**config.mk**
```make
export PLATFORM = sky130hd
export DESIGN_NAME = bram_bank_xbar
export DESIGN_NICKNAME = d
export VERILOG_FILES = /design/src/rtl/bram_bank_xbar.sv
export SDC_FILE = /design/constraint.sdc
export NUM_CORES = 1
export LEC_CHECK = 0
export ABC_AREA = 1
export BUFFER_PORTS_ARGS = -buffer_cell sky130_fd_sc_hd__buf_2
export CAP_MARGIN = 15
export CELL_PAD_IN_SITES_DETAIL_PLACEMENT = 0
export CELL_PAD_IN_SITES_GLOBAL_PLACEMENT = 1
export CORE_UTILIZATION = 50
export CTS_CLUSTER_DIAMETER = 60
export DETAILED_ROUTE_END_ITERATION = 7
export GPL_ROUTABILITY_DRIVEN = 1
export GPL_TIMING_DRIVEN = 0
export PLACE_DENSITY_LB_ADDON = 0.1
export SYNTH_ARGS = -nofsm -noshare
export SYNTH_HDL_FRONTEND = slang
export SYNTH_SLANG_ARGS = --single-unit
```
**constraint.sdc**
```tcl
create_clock -name aclk -period 4.9 [get_ports aclk]
set_input_delay 0.98 -clock aclk [delete_from_list [all_inputs] [get_ports aclk]]
set_output_delay 0.98 -clock aclk [all_outputs]
set_load 0.01 [all_outputs]
```
**src/rtl/bram_bank_xbar.sv**
```systemverilog
// bram_bank_xbar
//   Banked RAM with one private write agent per bank and a read crossbar that
//   lets any read agent reach any bank. Each bank has a round-robin arbiter
//   across readers. Requests use a valid/ready handshake. The response arrives
//   one cycle after acceptance as a single-cycle rd_dvalid pulse.
//
// Ports
//   aclk, aresetn   clock (rising edge) and asynchronous active-low reset
//   wren/wraddr/wrdata        per-bank write port (bank i owned by write agent i)
//   rd_valid/rd_ready         per-reader request handshake
//   rd_bank/rd_addr           per-reader target bank and word address
//   rd_dvalid/rd_data/rd_err  per-reader response; rd_err flags a bank index
//                             that does not exist (rd_data reads 0 in that case)
//
// Configuration macro
//   MEDURAM_WR_BYPASS_EN  when defined, a same-cycle write to the address being
//                         read in the same bank is forwarded (write-first).
//                         When undefined, the bank behaves read-first and maps
//                         onto a plain block RAM.
module bram_bank_xbar #(
  parameter int NB_WRAGENT = 2,
  parameter int NB_RDAGENT = 2,
  parameter int ADDR_WIDTH = 3,
  parameter int RAM_DEPTH  = 2**ADDR_WIDTH,
  parameter int DATA_WIDTH = 8,
  localparam int BANK_W    = (NB_WRAGENT > 1) ? $clog2(NB_WRAGENT) : 1
) (
  input  logic                             aclk,
  input  logic                             aresetn,
  input  logic [NB_WRAGENT-1:0]            wren,
  input  logic [ADDR_WIDTH*NB_WRAGENT-1:0] wraddr,
  input  logic [DATA_WIDTH*NB_WRAGENT-1:0] wrdata,
  input  logic [NB_RDAGENT-1:0]            rd_valid,
  output logic [NB_RDAGENT-1:0]            rd_ready,
  input  logic [BANK_W*NB_RDAGENT-1:0]     rd_bank,
  input  logic [ADDR_WIDTH*NB_RDAGENT-1:0] rd_addr,
  output logic [NB_RDAGENT-1:0]            rd_dvalid,
  output logic [DATA_WIDTH*NB_RDAGENT-1:0] rd_data,
  output logic [NB_RDAGENT-1:0]            rd_err
);

  localparam int RD_W      = (NB_RDAGENT > 1) ? $clog2(NB_RDAGENT) : 1;
  localparam bit ADDR_FULL = (RAM_DEPTH == 2**ADDR_WIDTH);
  localparam bit BANK_FULL = ((2**BANK_W) == NB_WRAGENT);

  logic [BANK_W-1:0]     rbank    [NB_RDAGENT];
  logic [ADDR_WIDTH-1:0] raddr    [NB_RDAGENT];
  logic [NB_RDAGENT-1:0] oob;
  logic [NB_RDAGENT-1:0] gnt;
  logic [NB_WRAGENT-1:0] bank_en;
  logic [RD_W-1:0]       bank_sel [NB_WRAGENT];
  logic [RD_W-1:0]       ptr      [NB_WRAGENT];
  logic [DATA_WIDTH-1:0] bank_q   [NB_WRAGENT];

  logic [NB_RDAGENT-1:0] dvalid_q;
  logic [NB_RDAGENT-1:0] err_q;
  logic [BANK_W-1:0]     src_q    [NB_RDAGENT];
  logic [DATA_WIDTH-1:0] hold_q   [NB_RDAGENT];
  logic [DATA_WIDTH-1:0] dout     [NB_RDAGENT];

  // Unpack per-reader fields and flag bank indices beyond the last bank.
  // When the bank count is a power of two every index is a real bank.
  for (genvar r = 0; r < NB_RDAGENT; r++) begin : g_rd
    assign rbank[r] = rd_bank[r*BANK_W +: BANK_W];
    assign raddr[r] = rd_addr[r*ADDR_WIDTH +: ADDR_WIDTH];
    assign rd_data[r*DATA_WIDTH +: DATA_WIDTH] = dout[r];
    if (BANK_FULL) begin : g_noob
      assign oob[r] = 1'b0;
    end else begin : g_oob
      assign oob[r] = (int'(rbank[r]) >= NB_WRAGENT);
    end
  end

  // Per-bank round-robin search. The search starts at the bank's pointer and
  // wraps around, and the first requester it finds wins. Out-of-range
  // requests never match a real bank index, so they never consume a grant.
  always_comb begin
    int idx;
    logic [RD_W-1:0] sel;
    gnt     = '0;
    bank_en = '0;
    idx     = 0;
    sel     = '0;
    for (int b = 0; b < NB_WRAGENT; b++) begin
      bank_sel[b] = '0;
      for (int k = 0; k < NB_RDAGENT; k++) begin
        idx = int'(ptr[b]) + k;
        if (idx >= NB_RDAGENT) idx = idx - NB_RDAGENT;
        sel = RD_W'(idx);
        if (!bank_en[b] && rd_valid[sel] && (int'(rbank[sel]) == b)) begin
          bank_en[b]  = 1'b1;
          bank_sel[b] = sel;
          gnt[sel]    = 1'b1;
        end
      end
    end
  end

  // Out-of-range requests are accepted at once. They are answered with an error.
  assign rd_ready = gnt | (rd_valid & oob);

  // After a grant, the pointer moves to the reader just past the winner.
  always_ff @(posedge aclk or negedge aresetn) begin
    if (!aresetn) begin
      for (int b = 0; b < NB_WRAGENT; b++) ptr[b] <= '0;
    end else begin
      for (int b = 0; b < NB_WRAGENT; b++) begin
        if (bank_en[b]) begin
          ptr[b] <= (bank_sel[b] == RD_W'(NB_RDAGENT - 1)) ? '0 : bank_sel[b] + 1'b1;
        end
      end
    end
  end

  // One RAM per bank. It has a synchronous read register and no reset, so
  // it can infer a block RAM. An address past RAM_DEPTH reads as zero and
  // a write to such an address is dropped.
  for (genvar gb = 0; gb < NB_WRAGENT; gb++) begin : g_bank
    logic [DATA_WIDTH-1:0] mem [RAM_DEPTH];
    logic [DATA_WIDTH-1:0] q;
    logic [DATA_WIDTH-1:0] wdata;
    logic [ADDR_WIDTH-1:0] waddr;
    logic [ADDR_WIDTH-1:0] baddr;
    logic                  wr_ok;
    logic                  rd_ok;

    assign waddr      = wraddr[gb*ADDR_WIDTH +: ADDR_WIDTH];
    assign wdata      = wrdata[gb*DATA_WIDTH +: DATA_WIDTH];
    assign baddr      = raddr[bank_sel[gb]];
    assign bank_q[gb] = q;

    if (ADDR_FULL) begin : g_full
      assign wr_ok = 1'b1;
      assign rd_ok = 1'b1;
    end else begin : g_part
      assign wr_ok = (int'(waddr) < RAM_DEPTH);
      assign rd_ok = (int'(baddr) < RAM_DEPTH);
    end

    always_ff @(posedge aclk) begin
      if (wren[gb] && wr_ok) mem[waddr] <= wdata;
      if (bank_en[gb]) begin
        if (!rd_ok) q <= '0;
`ifdef MEDURAM_WR_BYPASS_EN
        else if (wren[gb] && (waddr == baddr)) q <= wdata;
`endif
        else q <= mem[baddr];
      end
    end
  end

  // Per-reader response tracking. hold_q captures what the reader sees on
  // every cycle, so the data stays put between pulses. Reset clears it,
  // which makes rd_data read zero after reset.
  always_ff @(posedge aclk or negedge aresetn) begin
    if (!aresetn) begin
      dvalid_q <= '0;
      err_q    <= '0;
      for (int r = 0; r < NB_RDAGENT; r++) begin
        src_q[r]  <= '0;
        hold_q[r] <= '0;
      end
    end else begin
      dvalid_q <= rd_valid & rd_ready;
      err_q    <= rd_valid & oob;
      for (int r = 0; r < NB_RDAGENT; r++) begin
        hold_q[r] <= dout[r];
        if (rd_valid[r] && rd_ready[r]) src_q[r] <= rbank[r];
      end
    end
  end

  // Route the bank that served each reader onto that reader's data lane
  // during the response cycle.
  always_comb begin
    for (int r = 0; r < NB_RDAGENT; r++) begin
      dout[r] = hold_q[r];
      if (dvalid_q[r]) begin
        if (err_q[r]) begin
          dout[r] = '0;
        end else begin
          for (int b = 0; b < NB_WRAGENT; b++) begin
            if (src_q[r] == BANK_W'(b)) dout[r] = bank_q[b];
          end
        end
      end
    end
  end

  assign rd_dvalid = dvalid_q;
  assign rd_err    = err_q;

endmodule

```
==> summary.md <==
| Metric | Value |
|---|---|
| Clock tree buffer depth | `2` |
| Pin count of the biggest net entering global routing | `23` |
| Setup crit end kind | `primary output` |
| Crit path kind | `in2out` |
| First-pass GRT wire length | `25.2 mm` |
| Final WS setup | `1890 ps` |
| WP data arrival | `2030 ps` |
| Clock skew | `7.52 ps` |
| Cts repair resizes | `0` |
| Die height | `124 um` |
| Ant diodes | `0` |
| Slew HR | `43.2%` |
| # hold bufs at CTS | `0` |
| Worst Path Max Fanout | `8` |
| Failing checks | `DRC` |
| CP max-delay cell | `clkbuf_4` |
| Cell variety after synth | `23` |
| Clock latency on the worst-skew pair | `430 ps` |
| I/O Buffers | `55` |
| Clock sinks | `166` |
| CTS root buffer | `clkbuf_16` |
| Critical Path RT | `3920 ps` |
| Slew Limit Fails | `0` |
| Post-Route Setup TNS | `0 ps` |
| Slew @ Worst Pin | `848 ps` |
| Status | `complete, but fails checks` |
| DRC violations left | `1` |
| Global Route Usage Sum | `23.0%` |
| P&R area growth vs syn | `14.9%` |
| Max Clk Rate | `332 MHz` |
| Ys Warns | `0` |
| Die W | `124 um` |
| Critical path's top delay family | `buffers and inverters` |
| Commonest non-fill, non-tap cell in the layout | `nand2_1` |
| Critical path launch point type | `primary input` |
| Avg Synthesized Cell Area | `9.86 um^2` |
| Pwr/cell area | `401 nW/um^2` |
| Post-synthesis sequential area ratio | `65.9%` |
| Setup Fix Bufs, Post-CTS | `0` |
| IO Pins | `58` |
| Gate Count Post-Synth | `750` |
| Flops & latches, synth | `166` |
| Worst-path clk slew | `60 ps` |
| Reg2Reg Setup Slack | `2970 ps` |
| R2R Path Start | `ptr[0]$_DFFE_PN0P_` |
| DIE AREA | `15300 um^2` |
| Grt total ovfl | `0` |
| DRT Wirelength | `16.1 mm` |
| DR WL/cell | `15.8 um` |
| Row cnt | `44` |
| R2R depth | `12` |
| Fin Hold WS | `517 ps` |
| Synth Cell Area | `7400 um^2` |
| R2r endpoint | `g_bank[1].q[6]$_DFFE_PP_` |
| Final net count | `862` |
| Worst path bufs/invs | `4` |
| Final Cycle Share | `61.4%` |
| Static leakage | `3.90 nW` |
| Setup WS pre-CTS | `1220 ps` |
| Crit path cell chain | `buf_2 -> inv_1 -> o21ai_0 -> clkbuf_4 -> nand2_1 -> nand2_1 -> buf_2` |
| Hold Crit Class | `in2async` |
| Worst IR Drop VDD | `0.244 mV` |
| Final worst path period need | `3010 ps` |
| Via count | `5034` |
| Hpwl dp | `11.7 mm` |
| Commonest cells after routing, fill and taps aside | `221 x nand2_1, 144 x inv_1, 144 x edfxtp_1` |
| Vias in the first global route | `4787` |
| DR pass1 iterations | `8` |
| RSZ-0062 raised after global routing | `no` |
| Core area | `14500 um^2` |
| Crit path largest cell delay | `260 ps` |
| Initial DRC Count | `417` |
| Initial antenna violation count | `0` |
| Final setup vio count | `0` |
| Effective utilization at floorplan | `51.1%` |
| CTS tree | `built` |
| Avg Vias per Cell | `4.92` |
| Remaining antenna violation count | `0` |
| Max cap viols | `0` |
| Num CTS Buffers | `17` |
| Final hold vios | `0` |
| Share of cells above drive strength 1 | `14.4%` |
| Final GP Congestion | `0.842` |
| H-tree lvl count | `4` |
| Fin util | `58.7%` |
[registers in the layout (all words and copies together), names as in the netlist]
| name | count |
|---|---|
| ptr | 2 |
| rd_dvalid | 2 |
| src_q | 2 |
| g_bank.q | 16 |
| hold_q | 16 |
| g_bank.mem | 128 |
[routing by layer]
metal / global-route usage [%] / share of wire [%] / vias to the layer above
met5: 0 / 0 / -
met4: 9.79 / 2.2 / 0
met3: 4.30 / 4.4 / 24
met2: 38.7 / 50 / 135
met1: 29.0 / 44 / 2323
li1: - / - / 2552
[metrics by stage]
stage / instances / instance area (um^2) / total power [mW]
after floorplan: 751 / 7400 / 1.94
after global placement: 990 / 7910 / 2.09
after detailed placement: 990 / 7910 / 2.10
after CTS: 1022 / 8490 / 3.42
after global routing: 1023 / 8500 / 3.53
final: 1023 / 8500 / 3.41
[power by group]
group | total, mW | internal, mW | switching [mW]
combinational | 0.407 | 0.131 | 0.276
clock | 1.33 | 0.812 | 0.519
sequential | 1.67 | 1.64 | 0.0317
[cells by family after synthesis]
| family | after synthesis | share of synthesized area [%] |
|---|---|---|
| AOI/OAI and AO/OA | 28 | 2.64 |
| buffers and inverters | 175 | 9.59 |
| DFF | 166 | 65.9 |
| other | 1 | 0.0507 |
| and+or+nand+nor | 380 | 21.8 |
[cell usage after synthesis]
library cell | n | area [um^2]
buf_6 | 1 | 11.3
nand2_4 | 1 | 11.3
clkbuf_1 | 6 | 22.5
a31oi_1 | 16 | 100
o22ai_1 | 1 | 6.26
nand3_2 | 3 | 30.0
nand2_2 | 6 | 37.5
buf_2 | 9 | 45.0
conb_1 | 1 | 3.75
nand3_1 | 115 | 576
edfxtp_1 | 144 | 4320
o21ai_1 | 1 | 5.00
inv_2 | 3 | 11.3
buf_4 | 9 | 67.6
nor2_1 | 33 | 124
clkinv_1 | 3 | 11.3
dfrtp_1 | 22 | 551
o21ai_2 | 3 | 26.3
o21ai_4 | 2 | 32.5
nor2_2 | 1 | 6.26
o21ai_0 | 5 | 25.0
inv_1 | 144 | 541
nand2_1 | 221 | 830
[how the worst max path moves through the flow]
stage | from | to | slack (ps) | depth (start not counted)
floorplan | rd_valid[0] | rd_ready[0] | 1880 | 4
global placement | rd_valid[0] | rd_ready[0] | 1380 | 6
detailed placement | rd_valid[0] | rd_ready[0] | 1220 | 6
CTS | rd_valid[0] | rd_ready[0] | 1220 | 6
global route | rd_valid[0] | rd_ready[0] | 1770 | 7
finish | rd_valid[0] | rd_ready[0] | 1890 | 7
[final cells by class]
cell class / instances / area [um^2]
clock inverters: 9 / 128
fillers: 1261 / 5980
inverters: 150 / 563
multi-input cells: 410 / 1820
clock buffers: 23 / 458
plain buffers: 25 / 146
well taps: 184 / 230
flip-flops and latches: 166 / 4870
repair buffers: 56 / 283
[worst register-to-register path: stages (launching register included)]
cell and delay [ps]:
dfrtp_1 360, inv_1 70, nand3_2 110, nand2_2 120
buf_6 170, nand2_1 90, nand2_2 150, buf_4 230
nand2_1 80, nand3_1 90, nand2_1 60, nand2_1 60
nand2_1 100
(Power assumes the default switching activity.)
